<file path="src/rtl/matrix_fb_scan.sv">
// matrix_fb_scan: double-buffered 8x16 LED framebuffer with a row-multiplexed scanner.
// Game logic writes the back buffer and requests a swap. The swap is a pointer toggle
// that happens only on the row7->row0 frame boundary, so the displayed frame never tears.
// Optional feature: define MATRIX_BLANK_EN to precede every row slot with BLANK_CYC
// all-off cycles (anti-ghosting).
module matrix_fb_scan #(
    parameter int DWELL     = 64,
    parameter int BLANK_CYC = 4
) (
    input  logic        clk,
    input  logic        reset_n,
    input  logic        wr_en,
    input  logic [2:0]  wr_row,
    input  logic [3:0]  wr_col,
    input  logic        wr_data,
    input  logic        clr,
    input  logic        swap_req,
    output logic        swap_ack,
    output logic        frame_start,
    output logic [7:0]  MATRIX_ROW,
    output logic [15:0] MATRIX_COL
);

`ifdef MATRIX_BLANK_EN
    localparam int SLOT = BLANK_CYC + DWELL;
`else
    // Without blanking BLANK_CYC has no effect on the slot length
    localparam int SLOT = DWELL + 0 * BLANK_CYC;
`endif
    localparam int            CW       = (SLOT > 1) ? $clog2(SLOT) : 1;
    localparam logic [CW-1:0] CNT_LAST = CW'(SLOT - 1);

    logic [CW-1:0] cnt_q, cnt_d;
    logic [2:0]    row_q, row_d;
    logic          front_q, front_d;
    logic          pending_q, pending_d;
    logic          swap_done_q;
    logic          slot_end, frame_end, do_swap;
    logic          lit;
    logic [15:0]   front_row;

    logic [7:0]    mrow_q, mrow_d;
    logic [15:0]   mcol_q, mcol_d;
    logic          fstart_q, fstart_d;
    logic          ack_q, ack_d;

    // Both banks packed together for read-out; bank gi is the back buffer when front_q != gi
    logic [1:0][7:0][15:0] bank_rd;

    genvar gi;
    generate
        for (gi = 0; gi < 2; gi++) begin : g_bank
            localparam logic BANK_ID = 1'(gi);
            logic [7:0][15:0] mem_q, mem_d;

            // Back-buffer update: clear first, then the single-pixel write overrides it
            always_comb begin
                mem_d = mem_q;
                if (front_q != BANK_ID) begin
                    if (clr) begin
                        mem_d = '0;
                    end
                    if (wr_en) begin
                        mem_d[wr_row][wr_col] = wr_data;
                    end
                end
            end

            // Bank storage, cleared on reset
            always_ff @(posedge clk or negedge reset_n) begin
                if (!reset_n) begin
                    mem_q <= '0;
                end else begin
                    mem_q <= mem_d;
                end
            end

            assign bank_rd[gi] = mem_q;
        end
    endgenerate

    // Scan counters and swap handshake next state
    always_comb begin
        slot_end  = (cnt_q == CNT_LAST);
        frame_end = slot_end && (row_q == 3'd7);
        do_swap   = frame_end && pending_q;
        cnt_d     = slot_end ? '0 : cnt_q + 1'b1;
        row_d     = slot_end ? row_q + 3'd1 : row_q;
        front_d   = front_q ^ do_swap;
        // A request seen on the swap cycle itself is absorbed by that swap;
        // a level-held request re-arms on the following cycle.
        pending_d = do_swap ? 1'b0 : (pending_q | swap_req);
    end

    // Scan state, front pointer and pending flag
    always_ff @(posedge clk or negedge reset_n) begin
        if (!reset_n) begin
            cnt_q       <= '0;
            row_q       <= 3'd0;
            front_q     <= 1'b0;
            pending_q   <= 1'b0;
            swap_done_q <= 1'b0;
        end else begin
            cnt_q       <= cnt_d;
            row_q       <= row_d;
            front_q     <= front_d;
            pending_q   <= pending_d;
            swap_done_q <= do_swap;
        end
    end

    // Pin values derived from the current scan state; registered below, so every
    // output (including swap_ack) appears one cycle after the state that caused it
    always_comb begin
        front_row = bank_rd[front_q][row_q];
`ifdef MATRIX_BLANK_EN
        lit = (cnt_q >= CW'(BLANK_CYC));
`else
        lit = 1'b1;
`endif
        mrow_d   = lit ? ~(8'h01 << row_q) : 8'hFF;
        mcol_d   = lit ? ~front_row : 16'hFFFF;
        fstart_d = (row_q == 3'd0) && (cnt_q == '0);
        ack_d    = swap_done_q;
    end

    // Output registers, all pins off during reset
    always_ff @(posedge clk or negedge reset_n) begin
        if (!reset_n) begin
            mrow_q   <= 8'hFF;
            mcol_q   <= 16'hFFFF;
            fstart_q <= 1'b0;
            ack_q    <= 1'b0;
        end else begin
            mrow_q   <= mrow_d;
            mcol_q   <= mcol_d;
            fstart_q <= fstart_d;
            ack_q    <= ack_d;
        end
    end

    assign MATRIX_ROW  = mrow_q;
    assign MATRIX_COL  = mcol_q;
    assign frame_start = fstart_q;
    assign swap_ack    = ack_q;

endmodule

</file>
<file path="config.mk">
export PLATFORM = sky130hd
export DESIGN_NAME = matrix_fb_scan
export DESIGN_NICKNAME = d
export VERILOG_FILES = /design/src/rtl/matrix_fb_scan.sv
export SDC_FILE = /design/constraint.sdc
export NUM_CORES = 1
export LEC_CHECK = 0
export CAP_MARGIN = 20
export CORE_MARGIN = 8
export CORE_UTILIZATION = 45
export DETAILED_ROUTE_END_ITERATION = 8
export MAX_ROUTING_LAYER = met4
export PLACE_DENSITY = 0.61
export SETUP_SLACK_MARGIN = 0.02
export SLEW_MARGIN = 25
export SYNTH_ARGS = -nofsm -noshare
export SYNTH_HDL_FRONTEND = slang
export SYNTH_SLANG_ARGS = --single-unit
</file>
<file path="constraint.sdc">
create_clock -name clk -period 1.7 [get_ports clk]
set_input_delay 0.51 -clock clk [delete_from_list [all_inputs] [get_ports clk]]
set_output_delay 0.51 -clock clk [all_outputs]
set_load 0.01 [all_outputs]
</file>
Word-level counts from Yosys, hierarchy flattened
Cells that the tools add are included.
{ "word_totals": {"ff_bits": 294, "out_inout_bits": 26, "elab_cells": 65} }
{ "op_classes": {"addsub": 2, "n_lt_le_gt_ge": 6, "eq_ne": 2, "shifts": 1, "muxes": 18, "bitwise_logic": 4, "n_reduce_logical": 7} }
{ "op_table": {"columns": ["operator", "n"], "rows": [
  ["two-way mux 128 bit", 8],
  ["bitwise mux 128 bit", 2],
  ["binary-select mux 16 bit (select 3 bit)", 1],
  ["demux 16 bit (select 3 bit)", 1],
  ["two-way mux 16 bit", 2],
  ["inverter 16 bit", 1],
  ["< comparator 3 x 4 -> 1 bit (second input constant)", 2],
  ["inverter 8 bit", 1],
  ["left shift 1 x 3 -> 8 bit (first input constant)", 1],
  ["adder 6 x 1 -> 6 bit (second input constant)", 1],
  ["== test 6 bit (second input constant)", 1],
  ["zero test 6 bit", 1],
  ["two-way mux 6 bit", 1],
  ["logical AND 1 bit", 5],
  ["< comparator 4 x 5 -> 1 bit (second input constant)", 1],
  ["demux 1 bit (select 4 bit)", 1],
  [">= comparator 4 x 1 -> 1 bit (second input constant)", 1],
  ["adder 3 x 1 -> 3 bit (second input constant)", 1],
  ["== test 3 bit (second input constant)", 1],
  [">= comparator 3 x 1 -> 1 bit (second input constant)", 1],
  ["zero test 3 bit", 1],
  ["< comparator 1 x 2 -> 1 bit (second input constant)", 1],
  ["two-way mux 1 bit", 2],
  ["bitwise OR 1 bit", 1],
  ["bitwise XOR 1 bit", 1]
]} }

Depth between registers and ports, before layout
Gate-level depths: netlist of the first run.
{ "logic_depth": {"ltp_word": 8, "ltp_mapped": 7, "ltp_nobuf": 5} }

Least setup slack after synthesis of the first run
OpenSTA, ideal clock, no wires.
{ "synth_timing": {"path_kind": "in2reg", "startpoint": "input wr_col[0]", "endpoint": "register g_bank[0].mem_q (netlist bit bank_rd[58])", "arrival_ns": 1.615, "slack_ns": -0.048, "stages": 7, "n_path_buf": 3, "path_cell_list": "buf_2 nor4bb_1 clkbuf_1 buf_2 a21oi_1 o21ai_0 o21ai_0"} }
{ "synth_via": {"elab_chain_len": 8, "word_cells_on_any_way": 9, "classes_between": "2 x order compare; 6 x mux; 1 x reduce/logical"} }
{ "synth_lines": {"columns": ["item", "line", "source"], "rows": [
  ["start: declaration", "14", "input logic [3:0] wr_col,"],
  ["< comparator 4 x 5 -> 1 bit (not written as such) or >= comparator 4 x 1 -> 1 bit (tied branches)", "64", "mem_d[wr_row][wr_col] = wr_data;"],
  ["logical AND 1 bit (not written as such)", "64", null],
  ["two-way mux 1 bit (not written as such)", "64", null],
  ["demux 1 bit (select 4 bit) (*)", "64", null],
  ["two-way mux 16 bit (not written as such) (*)", "64", null],
  ["demux 16 bit (select 3 bit) (*)", "64", null],
  ["bitwise mux 128 bit (*)", "64", null],
  ["two-way mux 128 bit (*)", "63", "if (wr_en) begin"],
  ["end signal: assignment", "74", "mem_q <= mem_d;"],
  ["end: declaration", "54", "logic [7:0][15:0] mem_q, mem_d;"]
]} }
Every way passes the cells marked *; elsewhere a longest branch is shown, timed or not.
A chain may end at the register's enable or synchronous reset.

Final worst setup path of the first run
{ "layout_timing": {"startpoint": "register front_q", "endpoint": "register mcol_q[15], in the netlist MATRIX_COL[15]"} }
{ "layout_via": {"elab_chain_len": 5} }
{ "layout_lines": {"columns": ["item", "line", "source"], "rows": [
  ["start: declaration", "35", "logic front_q, front_d;"],
  ["start signal: assignment", "106", "front_q <= front_d;"],
  ["two-way mux 128 bit (not written as such) (2 in series)", "115", "front_row = bank_rd[front_q][row_q];"],
  ["binary-select mux 16 bit (select 3 bit)", "115", null],
  ["two-way mux 16 bit (not written as such)", "115", null],
  ["inverter 16 bit", "122", "mcol_d = lit ? ~front_row : 16'hFFFF;"],
  ["net mcol_d[15]", "43", "logic [15:0] mcol_q, mcol_d;"],
  ["end signal: assignment", "136", "mcol_q <= mcol_d;"],
  ["end: declaration", "43", null]
]} }
The timed path passes the listed nets, and every way through them passes these cells. The select of a mux whose other input is x is not followed.

==> results of run 1 <==
worst max-delay path: cells and delay by family, from the launching register on:
| kind | cells | cell delay [ps] |
|---|---|---|
| flip-flops | 1 | 530 |
| buffers and inverters | 3 | 410 |
| AND/OR/NAND/NOR | 1 | 130 |
| multiplexers | 1 | 410 |
| AO/OA/AOI/OAI | 1 | 290 |
synth_stat cells, drive strengths merged:
cell type | n | area share
o21ai | 514 | 0.18
dfrtp | 270 | 0.47
nand2 | 137 | 0.036
clkbuf | 103 | 0.027
a31oi | 82 | 0.036
mux4 | 64 | 0.10
buf | 56 | 0.022
a21oi | 47 | 0.016
a22o | 32 | 0.020
nor2 | 27 | 0.0071
dfstp | 24 | 0.044
and2 | 11 | 0.0048
ha | 8 | 0.0070
inv | 8 | 0.0021
and4b | 6 | 0.0042
and3b | 5 | 0.0031
nand3 | 5 | 0.0018
nor3b | 4 | 0.0025
nor2b | 3 | 0.0013
nor4bb | 3 | 0.0021
xnor2 | 3 | 0.0018
and3 | 2 | 0.00088
and4 | 2 | 0.0012
and4bb | 2 | 0.0018
xor2 | 2 | 0.0012
mux2i | 1 | 0.00070
nor3 | 1 | 0.00035
nor4 | 1 | 0.00044
nor4b | 1 | 0.00061
o41ai | 1 | 0.00061
final cells by class:
type                       count  area, µm²  area share
clock buffer                  58       1050      0.0554
sequential                   294       7390       0.389
inverter                       8       42.5     0.00224
timing repair buffer         277       3400       0.179
clock inverter                 2       38.8     0.00204
multi-input combinational    964       6570       0.346
tap                          402        503      0.0265
how the worst min path moves through the flow:
stage | cells past startpoint | slack [ps] | startpoint | end
floorplan | 0 | 210 | reset_n | ack_d
global placement | 0 | 330 | ack_d | swap_ack
detailed placement | 0 | 340 | ack_d | swap_ack
CTS | 0 | 350 | ack_d | swap_ack
global route | 0 | 360 | ack_d | swap_ack
finish | 0 | 350 | ack_d | swap_ack
power by group through the flow:
stage	Clock, µW	Combinational [µW]	Sequential, µW
6_report	7210	1100	7020
5_1_grt	7630	1180	7020
4_1_cts	7310	952	7020
3_5_place_dp	0	923	7140
3_3_place_gp	0	913	7140
2_1_floorplan	0	341	7140
per-layer routing:
| metal | up-vias | global-route usage | wire, µm |
|---|---|---|---|
| met3 | 109 | 0.0371 | 4330 |
| met2 | 605 | 0.355 | 21700 |
| met5 | - | - | 0 |
| met1 | 6375 | 0.324 | 19900 |
| li1 | 5568 | - | - |
| met4 | 0 | 0.0597 | 1300 |
timing repair:
item | in CTS | in global routing
setup buffers | 14 | 17
gates resized for setup | 150 | 314
cloned | 8 | 23
pin swaps | 7 | 31
hold endpoints to repair | 20 | 0
endpoints found under the setup margin | 235 | 273
hold buffers | 1 | 0
sequential cells by signal (all words and copies together), names as in the netlist:
name / cells
bank_rd: 256
MATRIX_COL: 16
MATRIX_ROW: 8
cnt_q: 6
row_q: 3
ack_d: 1
frame_start: 1
front_q: 1
pending_q: 1
swap_ack: 1
logic make-up (layout without fill, tap and decap cells):
family	Yosys count	count (layout)	synth area share
adder cells (fa/ha/maj)	8	8	0.00700
multiplexers	65	65	0.102
XOR/XNOR	5	5	0.00306
AND/OR/NAND/NOR	210	210	0.0680
buffers and inverters	167	345	0.0511
AO/OA/AOI/OAI	676	676	0.253
flip-flops	294	294	0.517
stage by stage:
step	total power [µW]	TNS, ps	setup WS (ps)	hold slack [ps]
floorplan	7480	0	32.0	214
global placement	8060	-113660	-547	332
detailed placement	8070	-121260	-599	340
CTS	15300	-1740	-159	353
global route	15800	-3620	-177	365
finish	15300	-1570	-151	350
==> impl_metrics.env, run 1 <==
export IMPL_status="complete, but fails checks"
export IMPL_violations="setup timing"
export IMPL_ir_drop_v=0.000638
export IMPL_grt_pass1_vias=12400
export IMPL_grt_max_degree=69
export IMPL_antennaDiodeCount=0
export IMPL_grt_pass1_wl_um=69500
export IMPL_worstPathArrival_ps=2290
export IMPL_htreeDepth=2
export IMPL_fin_ws_ps=-151
export IMPL_wire_per_inst_um=23.5
export IMPL_setup_violations=21
export IMPL_drive_above_1_share=0.306
export IMPL_pwr_share_seq=0.458
export IMPL_areaGrowthSynthToFinish_pct=32.9
export IMPL_yosysSeqAreaShare=0.517
export IMPL_start_util=0.455
export IMPL_num_vias=12700
export IMPL_ys_types=34
export IMPL_cts_buffers=34
export IMPL_syn_area_um2=14300
export IMPL_p_sw_frac=0.232
export IMPL_fin_util=0.605
export IMPL_hp_class="flip-flop to flip-flop"
export IMPL_synth_avg_cell_area_um2=10.0
export IMPL_powerDensity_nw_per_um2=807
export IMPL_maxSlewViolCount=0
export IMPL_final_common_cell="o21ai_0"
export IMPL_ant_nets=0
export IMPL_worstSetupStartpointType="flip-flop"
export IMPL_routed_via_density=6.31
export IMPL_cpPeakStageDelay_ps=530
export IMPL_rr_worst_depth=6
export IMPL_intPower_uw=11800
export IMPL_clockBufferDepth=3
export IMPL_fin_cells=2005
export IMPL_cts_clk_slew_worst_paths_ps=60
export IMPL_relSlewSlack=0.763
export IMPL_overflow=0
export IMPL_drc=0
export IMPL_grt_setup_unrepaired="true"
export IMPL_cp_startpoint="front_q"
export IMPL_pwr_share_comb=0.072
export IMPL_nNetsFinal=1600
export IMPL_cts_root_buf="clkbuf_16"
export IMPL_syn_inst=1425
export IMPL_syn_nets=1446
export IMPL_die_area_um2=37700
export IMPL_post_route_period_util=1.09
export IMPL_crit_top_cell="buf_12"
export IMPL_place_congestion=0.805
export IMPL_grt_usage=0.233
export IMPL_fin_crit_ps=1850
export IMPL_pin_count=39
export IMPL_die_w_um=194
export IMPL_cp_end_kind="flip-flop"
export IMPL_port_buffers=38
export IMPL_dr_pass1_iters=7
export IMPL_ys_warn_count=0
export IMPL_n_fill_cell=2515
export IMPL_layout_common_cells="o21ai_0, dfrtp_1, buf_4"
export IMPL_postPlaceCellArea_um2=16500
export IMPL_wl_um=47200
export IMPL_cp_endpoint="MATRIX_COL[15]"
export IMPL_r2r_start="front_q"
export IMPL_max_freq_ghz=0.540
export IMPL_p_switching_uw=3560
export IMPL_reg2reg_slack_ps=-150
export IMPL_dieHeight_um=194
export IMPL_fp_coreArea_um2=31400
export IMPL_dp_cells=1884
export IMPL_hold_violations=0
export IMPL_leakage_uw=0.00804
export IMPL_drtIter0Drc=1248
export IMPL_cp_cell_sequence="buf_12, buf_6, buf_12, mux4_2, a22o_1, nor2_1"
export IMPL_fin_area_um2=19000
export IMPL_tightest_slew_ps=354
export IMPL_clk_latency_ps=520
export IMPL_max_cap_viol_count=0
export IMPL_synth_seq_cells=294
export IMPL_cts_tree="built"
export IMPL_clkSinkCount=294
export IMPL_grt_antenna_before_repair=0
export IMPL_p_clk_frac=0.470
export IMPL_clock_skew_ps=13.8
export IMPL_cp_max_fo=10
export IMPL_row_count=65
export IMPL_place_hpwl_um=25100
export IMPL_worstPathRequired_ps=2140
export IMPL_crit_type="flip-flop to flip-flop"
export IMPL_cp_slowest_cell="dfrtp_4"
export IMPL_reg2reg_to="MATRIX_COL[15]"
Power figures use the tool's default switching activity.
==> run 2, diff against run 1 <==
PLACE_DENSITY = 0.58   (was 0.61)
SLEW_MARGIN = not set   (was 25)
clock period = 1.95 ns   (was 1.7 ns; I/O delays follow)
==> impl_metrics.env, run 2 (synthesis gave the netlist of run 1 again) <==
export IMPL_status="completed"
export IMPL_cts_buffers=35
export IMPL_cts_tree="built"
export IMPL_rr_worst_depth=4
export IMPL_worstPathArrival_ps=1310
export IMPL_die_area_um2=37700
export IMPL_powerDensity_nw_per_um2=762
export IMPL_areaGrowthSynthToFinish_pct=23.5
export IMPL_die_w_um=194
export IMPL_drc=0
export IMPL_multi_input_area_um2=6270
export IMPL_cp_cell_sequence="clkdlybuf4s15_2"
export IMPL_register_area_um2=7390
export IMPL_reg2reg_to="MATRIX_COL[15]"
export IMPL_timing_critical_path_buf_inv=1
export IMPL_clk_latency_ps=500
export IMPL_cp_max_fo=1
export IMPL_r2r_start="front_q"
export IMPL_dieHeight_um=194
export IMPL_grt_setup_unrepaired="false"
export IMPL_port_buffers=38
export IMPL_hp_class="flip-flop to flip-flop"
export IMPL_cts_root_buf="clkbuf_16"
export IMPL_wl_um=40900
export IMPL_grt_antenna_before_repair=0
export IMPL_reg2reg_slack_ps=70
export IMPL_row_count=65
export IMPL_hold_violations=0
export IMPL_final_common_cell="o21ai_0"
export IMPL_grt_max_degree=79
export IMPL_clockBufferDepth=3
export IMPL_htreeDepth=2
export IMPL_ir_drop_v=0.000445
export IMPL_drive_above_1_share=0.217
export IMPL_whs_ps=349
export IMPL_cts_clk_slew_worst_paths_ps=60
export IMPL_worstSetupStartpointType="flip-flop"
export IMPL_crit_type="flip-flop to primary output"
export IMPL_overflow=0
export IMPL_setup_violations=0
export IMPL_leakage_uw=0.00731
export IMPL_n_fill_cell=2681
export IMPL_cp_slowest_cell="dfstp_2"
export IMPL_fin_crit_ps=1900
export IMPL_place_congestion=0.783
export IMPL_grt_pass1_wl_um=66800
export IMPL_holdPathStages=0
export IMPL_fp_coreArea_um2=31400
export IMPL_grt_pass1_vias=12100
export IMPL_place_hpwl_um=25500
export IMPL_dp_cells=1867
export IMPL_crit_family="flip-flops"
export IMPL_post_route_period_util=0.972
export IMPL_tightest_slew_ps=539
export IMPL_largest_register_ffs=256
export IMPL_max_freq_ghz=0.528
export IMPL_relSlewSlack=0.641
export IMPL_start_util=0.455
export IMPL_layout_common_cells="o21ai_0, dfrtp_1, nand2_1"
export IMPL_drtIter0Drc=943
export IMPL_wire_per_inst_um=21.1
export IMPL_cpPeakStageDelay_ps=560
export IMPL_grt_usage=0.223
export IMPL_dr_pass1_iters=5
export IMPL_routed_via_density=6.14
export IMPL_clock_skew_ps=8.47
export IMPL_clkSinkCount=294
export IMPL_worstPathRequired_ps=1360
export IMPL_antennaDiodeCount=0
export IMPL_hold_start="ack_d"
export IMPL_nNetsFinal=1532
export IMPL_fin_cells=1937
export IMPL_maxSlewViolCount=0
export IMPL_pin_count=39
export IMPL_hold_path_endpoint="swap_ack"
export IMPL_num_vias=11900
export IMPL_ant_nets=0
export IMPL_max_cap_viol_count=0
export IMPL_cp_end_kind="primary output"
run 2: per-stage QoR:
| step | area [µm²] | setup slack (ps) | total power (µW) | utilization | TNS, ps |
|---|---|---|---|---|---|
| 2_1_floorplan | 14300 | 127 | 6520 | - | 0 |
| 3_3_place_gp | 16400 | -380 | 7020 | 0.523 | -71560 |
| 3_5_place_dp | 16400 | -462 | 7030 | 0.523 | -77510 |
| 4_1_cts | 17500 | 35.0 | 13600 | 0.559 | 0 |
| 5_1_grt | 17700 | 21.4 | 13900 | 0.562 | 0 |
| 6_report | 17700 | 54.5 | 13500 | 0.562 | 0 |
run 2: report_power, final:
| group | internal [µW] | switching, µW | total [µW] |
|---|---|---|---|
| Sequential | 6120 | 4.86 | 6120 |
| Clock | 4040 | 2490 | 6530 |
| Combinational | 291 | 514 | 804 |
run 2: cell type report:
class                      count  share of cell area
clock buffer                  58              0.0615
clock inverter                 3             0.00369
inverter                       8             0.00177
multi-input combinational    964               0.355
sequential                   294               0.419
tap                          402              0.0285
timing repair buffer         208               0.130
run 2: timing repair:
action | in CTS | in global routing
hold buffers | 1 | 0
setup endpoints to repair | 26 | 28
pin swaps | 0 | 0
resized for setup | 28 | 14
gates cloned | 0 | 2
buffers inserted | 0 | 6
endpoints found under the hold margin | 24 | 0
run 2: per-layer routing:
layer / vias up / wire length [µm] / track usage / part of all wire
met5: - / 0 / - / 0
met4: 0 / 820 / 0.0617 / 0.020
met3: 66 / 2600 / 0.0366 / 0.063
met2: 402 / 19300 / 0.349 / 0.47
met1: 6026 / 18200 / 0.298 / 0.45
li1: 5404 / - / - / -
run 2: worst max path at each step:
stage / from / to / slack [ps] / cells after the start
floorplan: wr_col[0] / bank_rd[58] / 130 / 7
global placement: wr_col[3] / bank_rd[44] / -380 / 7
detailed placement: wr_col[3] / bank_rd[12] / -460 / 7
CTS: MATRIX_COL[12] / MATRIX_COL[12] / 40 / 1
global route: front_q / MATRIX_COL[5] / 20 / 5
finish: MATRIX_COL[13] / MATRIX_COL[13] / 50 / 1
